$ cat src/rtl/mux_arb_pkg.sv
// Shared types and helpers for the round-robin mux arbiter: FSM state encoding,
// hold counter width, and the rotate-and-search priority pick.
package mux_arb_pkg;

    typedef enum logic {
        IDLE  = 1'b0,
        GRANT = 1'b1
    } state_t;

    localparam int CNT_W = 4;

    function automatic logic [3:0] onehot4(input logic [1:0] idx);
        onehot4 = 4'b0001 << idx;
    endfunction

    // First set bit of r, searching upward from start and wrapping 3->0.
    function automatic logic [1:0] rr_pick(input logic [3:0] r, input logic [1:0] start);
        logic [1:0] idx;
        logic       found;
        rr_pick = start;
        found   = 1'b0;
        for (int k = 0; k < 4; k++) begin
            idx = start + 2'(k);
            if (!found && r[idx]) begin
                rr_pick = idx;
                found   = 1'b1;
            end
        end
    endfunction

endpackage

$ cat src/rtl/mux_4_to_1_w.sv
// W-bit wide 4:1 data selector used by the arbiter's registered output path.
module mux_4_to_1_w #(
    parameter int W = 1
) (
    input  logic [1:0]   sel,
    input  logic [W-1:0] d0,
    input  logic [W-1:0] d1,
    input  logic [W-1:0] d2,
    input  logic [W-1:0] d3,
    output logic [W-1:0] y
);

    always_comb begin
        case (sel)
            2'd0:    y = d0;
            2'd1:    y = d1;
            2'd2:    y = d2;
            default: y = d3;
        endcase
    end

endmodule

$ cat src/rtl/rr_mux_arbiter.sv
// Four-requester round-robin arbiter driving a registered W-bit mux with a hold limit.
// Define ARB_LOCK_EN to add the lock input that suppresses the MAX_HOLD release.
module rr_mux_arbiter
    import mux_arb_pkg::*;
#(
    parameter int W        = 1,
    parameter int MAX_HOLD = 4
) (
    input  logic         clk,
    input  logic         rst,
`ifdef ARB_LOCK_EN
    input  logic         lock,
`endif
    input  logic [3:0]   req,
    input  logic [W-1:0] i0,
    input  logic [W-1:0] i1,
    input  logic [W-1:0] i2,
    input  logic [W-1:0] i3,
    output logic [3:0]   gnt,
    output logic [1:0]   sel,
    output logic [W-1:0] out,
    output logic         out_valid
);

    localparam logic [CNT_W-1:0] HOLD_LAST = CNT_W'(MAX_HOLD - 1);

    state_t           state_q, state_d;
    logic [1:0]       ptr_q, ptr_d;
    logic [1:0]       sel_d;
    logic [CNT_W-1:0] cnt_q, cnt_d;
    logic [3:0]       gnt_d;
    logic [3:0]       others;
    logic [1:0]       idle_pick, rel_pick;
    logic             lock_active;
    logic             release_now;
    logic [W-1:0]     mux_y;

`ifdef ARB_LOCK_EN
    assign lock_active = lock;
`else
    assign lock_active = 1'b0;
`endif

    // The owner is always last in search order (ptr = owner+1), so masking it
    // out of req gives "next requester, owner excluded" directly.
    assign others      = req & ~onehot4(sel);
    assign idle_pick   = rr_pick(req, ptr_q);
    assign rel_pick    = rr_pick(others, ptr_q);
    assign release_now = !req[sel] || ((cnt_q == HOLD_LAST) && !lock_active);

    always_comb begin
        state_d = state_q;
        gnt_d   = gnt;
        sel_d   = sel;
        ptr_d   = ptr_q;
        cnt_d   = cnt_q;
        case (state_q)
            IDLE: begin
                if (req != 4'b0000) begin
                    state_d = GRANT;
                    sel_d   = idle_pick;
                    gnt_d   = onehot4(idle_pick);
                    ptr_d   = idle_pick + 2'd1;
                    cnt_d   = '0;
                end else begin
                    gnt_d = 4'b0000;
                end
            end
            GRANT: begin
                if (!release_now) begin
                    // Saturation only matters while lock holds the counter at its limit.
                    if (cnt_q != HOLD_LAST) begin
                        cnt_d = cnt_q + 1'b1;
                    end
                end else if (others != 4'b0000) begin
                    sel_d = rel_pick;
                    gnt_d = onehot4(rel_pick);
                    ptr_d = rel_pick + 2'd1;
                    cnt_d = '0;
                end else if (req[sel]) begin
                    gnt_d = onehot4(sel);
                    ptr_d = sel + 2'd1;
                    cnt_d = '0;
                end else begin
                    state_d = IDLE;
                    gnt_d   = 4'b0000;
                    cnt_d   = '0;
                end
            end
            default: begin
                state_d = IDLE;
                gnt_d   = 4'b0000;
                cnt_d   = '0;
            end
        endcase
    end

    mux_4_to_1_w #(
        .W (W)
    ) u_mux (
        .sel (sel_d),
        .d0  (i0),
        .d1  (i1),
        .d2  (i2),
        .d3  (i3),
        .y   (mux_y)
    );

    // Output data follows the next-state select so it lines up with gnt.
    always_ff @(posedge clk) begin
        if (rst) begin
            state_q   <= IDLE;
            gnt       <= 4'b0000;
            sel       <= 2'd0;
            ptr_q     <= 2'd0;
            cnt_q     <= '0;
            out       <= '0;
            out_valid <= 1'b0;
        end else begin
            state_q   <= state_d;
            gnt       <= gnt_d;
            sel       <= sel_d;
            ptr_q     <= ptr_d;
            cnt_q     <= cnt_d;
            out       <= mux_y;
            out_valid <= |gnt_d;
        end
    end

endmodule

$ cat config.mk
export PLATFORM = sky130hd
export DESIGN_NAME = rr_mux_arbiter
export DESIGN_NICKNAME = d
export VERILOG_FILES = /design/src/rtl/mux_arb_pkg.sv /design/src/rtl/mux_4_to_1_w.sv /design/src/rtl/rr_mux_arbiter.sv
export SDC_FILE = /design/constraint.sdc
export NUM_CORES = 1
export LEC_CHECK = 0
export ABC_AREA = 1
export BUFFER_PORTS_ARGS = -buffer_cell sky130_fd_sc_hd__clkbuf_2
export CAP_MARGIN = 20
export CORE_UTILIZATION = 58
export DETAILED_ROUTE_END_ITERATION = 6
export PLACE_DENSITY = 0.83
export SYNTH_ARGS = -nofsm -noshare
export SYNTH_HDL_FRONTEND = slang
export SYNTH_SLANG_ARGS = --single-unit
$ cat constraint.sdc
create_clock -name clk -period 2.2 [get_ports clk]
set_input_delay 0.11 -clock clk [delete_from_list [all_inputs] [get_ports clk]]
set_output_delay 0.11 -clock clk [all_outputs]
set_load 0.005 [all_outputs]
[Word-level counts from Yosys, hierarchy flattened]
Cells that the tools add are included.
Operators by class
  add/subtract/negate cells: 7
  $mul: 0
  div/mod/pow operators: 0
  magnitude comparators: 5
  equality and inequality tests: 8
  shifts and indexed selects: 3
  mux-type cells: 54
  bitwise operators: 3
  reductions and logical operators: 20
Operator list (count)
  $mux W4: 7
  $mux W2: 13
  $mux W1: 19
  $bmux W1 S2: 9
  $pmux W4 S2: 2
  $lt A2 B3 Y1 const B: 5
  $shl A1 B2 Y4 const A: 3
  $add A2 B1 Y2 const B: 4
  $pmux W2 S2: 2
  $reduce_bool A4 Y1: 2
  $logic_not A1 Y1: 7
  $logic_and A1 B1 Y1: 6
  $ne A3 B1 Y1 const B: 2
  $add A2 B2 Y2 const B: 2
  $add A4 B1 Y4 const B: 1
  $and A4 B4 Y4: 1
  $eq A4 B2 Y1 const B: 1
  $ne A4 B2 Y1 const B: 1
  $not A4 Y4: 1
  $reduce_or A4 Y1: 1
  $pmux W1 S3: 1
  $reduce_and A3 Y1: 1
  $eq A2 B1 Y1 const B: 1
  $eq A2 B2 Y1 const B: 1
  7 further kinds: 7
Storage, ports and cells
  bits in registers: 15
  latch bits: 0
  memory bits (writable): 0
  ROM bits: 0
  input bits: 10
  word-level logic and storage cells: 107
  memories: 0

[Longest topological paths before layout]
  depth in word-level cells: 20
  depth in mapped cells: 20
  gate-level depth less buffers: 19

[Hierarchy]
A second synthesis with hierarchy kept.
Unflattened totals
  cells, all modules: 268
  area, all modules: 1565.3 sq um
By module, submodules not included
  rr_mux_arbiter: times used 1, cells each 255, area each 1514.0 sq um, seq. area each 300.3 sq um
  mux_4_to_1_w: times used 1, cells each 13, area each 51.3 sq um, seq. area each 0.0 sq um

[Least setup slack after synthesis]
OpenSTA, ideal clock, no wires.
  path kind: register -> register
  start point: register ptr_q[0]
  end point: register out
  arrival time: 1.685 ns
  data required time: 2.087 ns
  slack: 0.401 ns
  cell stages (with the launch flop): 20
  path buffers: 1
  clock period less this slack: 1.799 ns
  path through: dfxtp_1 -> buf_6 -> inv_4 -> nand2_2 -> nand2_4 -> inv_2 -> nand2_1 -> nand2_2 -> nor2_4 -> nand2_1 -> nand2_1 -> nand2_1 -> nand2_1 -> nand2_2 -> nand2_1 -> nand4_2 -> nand2_1 -> nand2_1 -> nand3_1 -> nand2_1
On the way
  word-level cells in the longest chain between the ends: 17
  elaborated cells between the ends (all ways): 51
Ends and longest elaborated chain
  start, declared: line rr_mux_arbiter.sv:28  | logic [1:0] ptr_q, ptr_d;
  start signal, assigned: line rr_mux_arbiter.sv:123  | ptr_q <= ptr_d;
  parallel branches: the longest is 14 deep, another holds $add A2 B1 Y2
  $pmux W2 S2 *: line rr_mux_arbiter.sv:57  | case (state_q)
  $eq A2 B2 Y1 (tied with other cells): line mux_4_to_1_w.sv:14  | case (sel)
  $pmux W1 S3 *: line mux_4_to_1_w.sv:14
  end signal, assigned: line rr_mux_arbiter.sv:125  | out <= mux_y;
  end, declared: line rr_mux_arbiter.sv:21  | output logic [W-1:0] out,
Every way passes the cells marked *. The select of a mux whose other input is x is not followed.
A chain may end at the register's enable or synchronous reset.

[Final worst setup path]
  start point: register sel[1]
  end point: register ptr_q[1]
On the way
  word-level cells in the longest chain between the ends: 19
  elaborated cells between the ends (all ways): 37
Ends and longest elaborated chain
  start, declared: line rr_mux_arbiter.sv:20  | output logic [1:0] sel,
  start signal, assigned: line rr_mux_arbiter.sv:122  | sel <= sel_d;
  $shl A1 B2 Y4: line mux_arb_pkg.sv:13  | onehot4 = 4'b0001 << idx;
  $not A4 Y4: line rr_mux_arbiter.sv:46  | assign others = req & ~onehot4(sel);
  $and A4 B4 Y4: line rr_mux_arbiter.sv:46
  $bmux W1 S2: line mux_arb_pkg.sv:24  | if (!found && r[idx]) begin
  $mux W1 (not written as such): line mux_arb_pkg.sv:24
  $mux W1: line mux_arb_pkg.sv:24
  $logic_not A1 Y1: line mux_arb_pkg.sv:24
  $logic_and A1 B1 Y1: line mux_arb_pkg.sv:24
  [3 not listed]
  $mux W1: line mux_arb_pkg.sv:24
  $logic_not A1 Y1: line mux_arb_pkg.sv:24
  $logic_and A1 B1 Y1: line mux_arb_pkg.sv:24
  $mux W2: line mux_arb_pkg.sv:24
  $add A2 B1 Y2: line rr_mux_arbiter.sv:78  | ptr_d = rel_pick + 2'd1;
  $mux W2: line rr_mux_arbiter.sv:75  | end else if (others != 4'b0000) begin
  $mux W2: line rr_mux_arbiter.sv:70  | if (!release_now) begin
  $pmux W2 S2: line rr_mux_arbiter.sv:57
Parallel ways exist; a longest one is shown, timed or not. The select of a mux whose other input is x is not followed.

==> results.toml <==
[final_layout]
finalNetCount = 282
diodes = 0
drive_gt1_share_pct = 24.4
syn_to_final_growth_pct = 13.1
utilization_pct = 71.5
fillers = 205
final_cell_count_no_fill = 298

[yosys]
synth_edf_count = 0
synth_top_area_share_pct = 21.4
syn_inst = 249
syn_nets = 260
synth.area.top_cells = "nand2_1 21%, dfxtp_1 21%, nand3_1 12%"
synth-seq-cells = 15
yosys_warnings = 0
synthesis.area_sq_um = 1440
async_reset_ff_share_pct = 0
avgSynthCellArea_sq_um = 5.77
synthDistinctLibCells = 36
synth-main-ff-cell = "dfxtp_1"
synth-seq-area-share_pct = 20.9
synth_top_cell_by_area = "nand2_1"

[global_routing]
grt_pass1_vias = 1361
grt_usage_pct = 29.0
grt_pass1_wl_mm = 5.95
gr-usage-met2_pct = 44.8
grt-ovfl-total = 0
grt_util_met3_pct = 7.02
grt_max_degree = 15
grt_busiest_layer = "met2"
use_met1_pct = 41.6
antenna_found_initial = 0

[critical_path]
startpoint_type = "flop"
cpMostUsedCell = "nand2_1"
crit_cells = 18
cpPeakStageDelay_ns = 0.37
arrival_ns = 2.16
required_ns = 2.39
worstSetupPathType = "flop to flop"
worstPathCellList = "inv_2, nand2_2, nand3_1, nand2_1, nand2_1, nand2_2, nor2_4, nand2_1, nand2_1, nand2_1, nand2_1, nand2_2, nand2_2, nand3_1, o21ai_1, nand2_1, nand2_1, nor2_1"
r2r_cells = 18
worstPathMaxFanout = 6
timing.critical_path.buf_inv = 1
cp-end-kind = "flop"
crit_slowest_cell = "dfxtp_2"
crit_family = "simple AND/OR/NAND/NOR gates"

[floorplan]
core-area_sq_um = 2280
initial_core_util_pct = 63.2
dieHeight_microns = 51.8
dieArea_sq_um = 2680
pin_count = 18
placementRows = 17
die_w_microns = 51.8

[power]
power.internal_mw = 1.06
total_power_mw = 2.36
power.leakage_nw = 0.876
combPwrFrac_pct = 74.4
p_clk_share_pct = 7.1
seq_power_share_pct = 18.5
p_sw_mw = 1.30
p_sw_share_pct = 55.0
powerDensity_nw_per_um2 = 1450
irDropWorstVdd_uv = 785

[clocking]
cts_tree = "yes"
cts_buffer_depth = 2
cts_root_buf = "clkbuf_4"
cts_buffers = 3
htree_levels = 1
cts.clk_slew.worst_paths_ns = 0.11
cts.sink_count = 15
worstSkewPairLatency_ns = 0.30
cts_hold_buf = 0

[detailed_routing]
drt-initial-drc-count = 41
num_vias = 1582
postRouteAntennaNets = 0
route.detailed.drc = 0
routed_wl_mm = 3.30
route.detailed.wl_per_inst_microns = 11.1
vias_per_cell = 5.31
dr.pass1.iters = 5

[timing]
slew_headroom_pct = 78.3
finalHoldViolations = 0
slew_viol_final = 0
finalCritPeriodShare_pct = 89.6
tns_ns = 0
worst_slew_pin_slew_ns = 0.325
fin_crit_ns = 1.97
fmax_mhz = 508
setup_viol = 0
fin_skew_ns = 0.0194

[placement]
place_inst = 294
io_buffers = 17
hpwl_mm = 2.56
place.gp.congestion = 0.884

[worst_hold_path]
whs_path_depth = 5
hold_path.class = "primary input to flop"

[job]
max_cap_viol_count = 0

[run_status]
status = "completed"
==> timing repair <==
action / in CTS / in global routing
buffers inserted: 0 / 0
endpoints found under the setup margin: 0 / 7
resized for setup: 0 / 13
==> power by group through the flow <==
stage                     clock [mW]  sequential [mW]  combinational (mW)
after global placement             0            0.427                1.67
final                          0.167            0.437                1.75
after detailed placement           0            0.432                1.68
after floorplan                    0            0.405                1.38
after CTS                      0.173            0.425                1.69
after global routing           0.183            0.451                2.02
==> placed cells by master, fill, tap and decap left out, drive strengths merged, types with 2 or more instances in the layout <==
| master | count |
|---|---|
| o211ai | 2 |
| dfxtp | 15 |
| xor2 | 2 |
| nand4 | 2 |
| nand3 | 35 |
| o21ai | 15 |
| nor2 | 27 |
| buf | 7 |
| a21oi | 13 |
| inv | 29 |
| nand2 | 91 |
| clkbuf | 20 |
==> layer usage <==
layer,part of all wire [%],up-vias,wire (microns)
li1,-,850,-
met4,0.24,0,8
met2,45,40,1470
met3,6.0,2,198
met1,49,690,1620
met5,0,-,0
==> registers in the layout, indices dropped and copies added (netlist names) <==
| signal | cells |
|---|---|
| sel | 2 |
| out | 1 |
| state_q | 1 |
| gnt | 4 |
| out_valid | 1 |
| cnt_q | 4 |
| ptr_q | 2 |
==> worst reg2reg max path, stage by stage (launching register included) <==
cell,delay (ns)
dfxtp_2,0.37
inv_2,0.10
nand2_2,0.10
nand3_1,0.11
nand2_1,0.06
nand2_1,0.07
nand2_2,0.09
nor2_4,0.14
nand2_1,0.06
nand2_1,0.07
nand2_1,0.05
nand2_1,0.06
nand2_2,0.08
nand2_2,0.10
nand3_1,0.09
o21ai_1,0.14
nand2_1,0.07
nand2_1,0.05
nor2_1,0.04
==> logic make-up after synthesis <==
logic type      share of synthesized area (%)
compound gates                           16.2
xor+xnor                                 1.83
fa+ha+maj                               0.870
buf+inv                                  11.0
flops                                    20.9
simple gates                             49.3
==> final timing paths <==
kind,from,end,slack [ns]
hold / removal,i3,out$_SDFF_PP0_,0.09
setup reg to reg,sel[1]$_SDFF_PP0_,ptr_q[1]$_SDFFE_PP0P_,0.23
setup / recovery,sel[1]$_SDFF_PP0_,ptr_q[1]$_SDFFE_PP0P_,0.23
hold reg to reg,cnt_q[1]$_SDFFE_PP0P_,cnt_q[1]$_SDFFE_PP0P_,0.49
==> area by class of cell <==
| type | instances | area (sq um) | share of cell area [%] |
|---|---|---|---|
| sequential | 15 | 310 | 19.1 |
| timing repair buffer | 24 | 141 | 8.69 |
| tap | 28 | 35.0 | 2.15 |
| clock buffer | 3 | 22.5 | 1.38 |
| inverter | 29 | 111 | 6.85 |
| multi-input combinational | 198 | 1000 | 61.5 |
| clock inverter | 1 | 5.00 | 0.308 |
==> synth_stat cells (all sizes together) (2+ instances only) <==
| master | number |
|---|---|
| a21oi | 13 |
| nand2 | 91 |
| o21ai | 15 |
| nand4 | 2 |
| o211ai | 2 |
| nand3 | 35 |
| dfxtp | 15 |
| inv | 29 |
| buf | 4 |
| clkbuf | 3 |
| xor2 | 2 |
| nor2 | 27 |
==> stage by stage <==
| stage | setup slack, ns | hold WS, ns | instance area (sq um) |
|---|---|---|---|
| after floorplan | 0.401 | 0.179 | 1440 |
| after global placement | 0.207 | 0.402 | 1560 |
| after detailed placement | 0.191 | 0.410 | 1560 |
| after CTS | 0.172 | 0.0918 | 1590 |
| after global routing | -0.0147 | 0.104 | 1630 |
| final | 0.230 | 0.0925 | 1630 |
No activity file was read; power rests on OpenSTA's default activity.
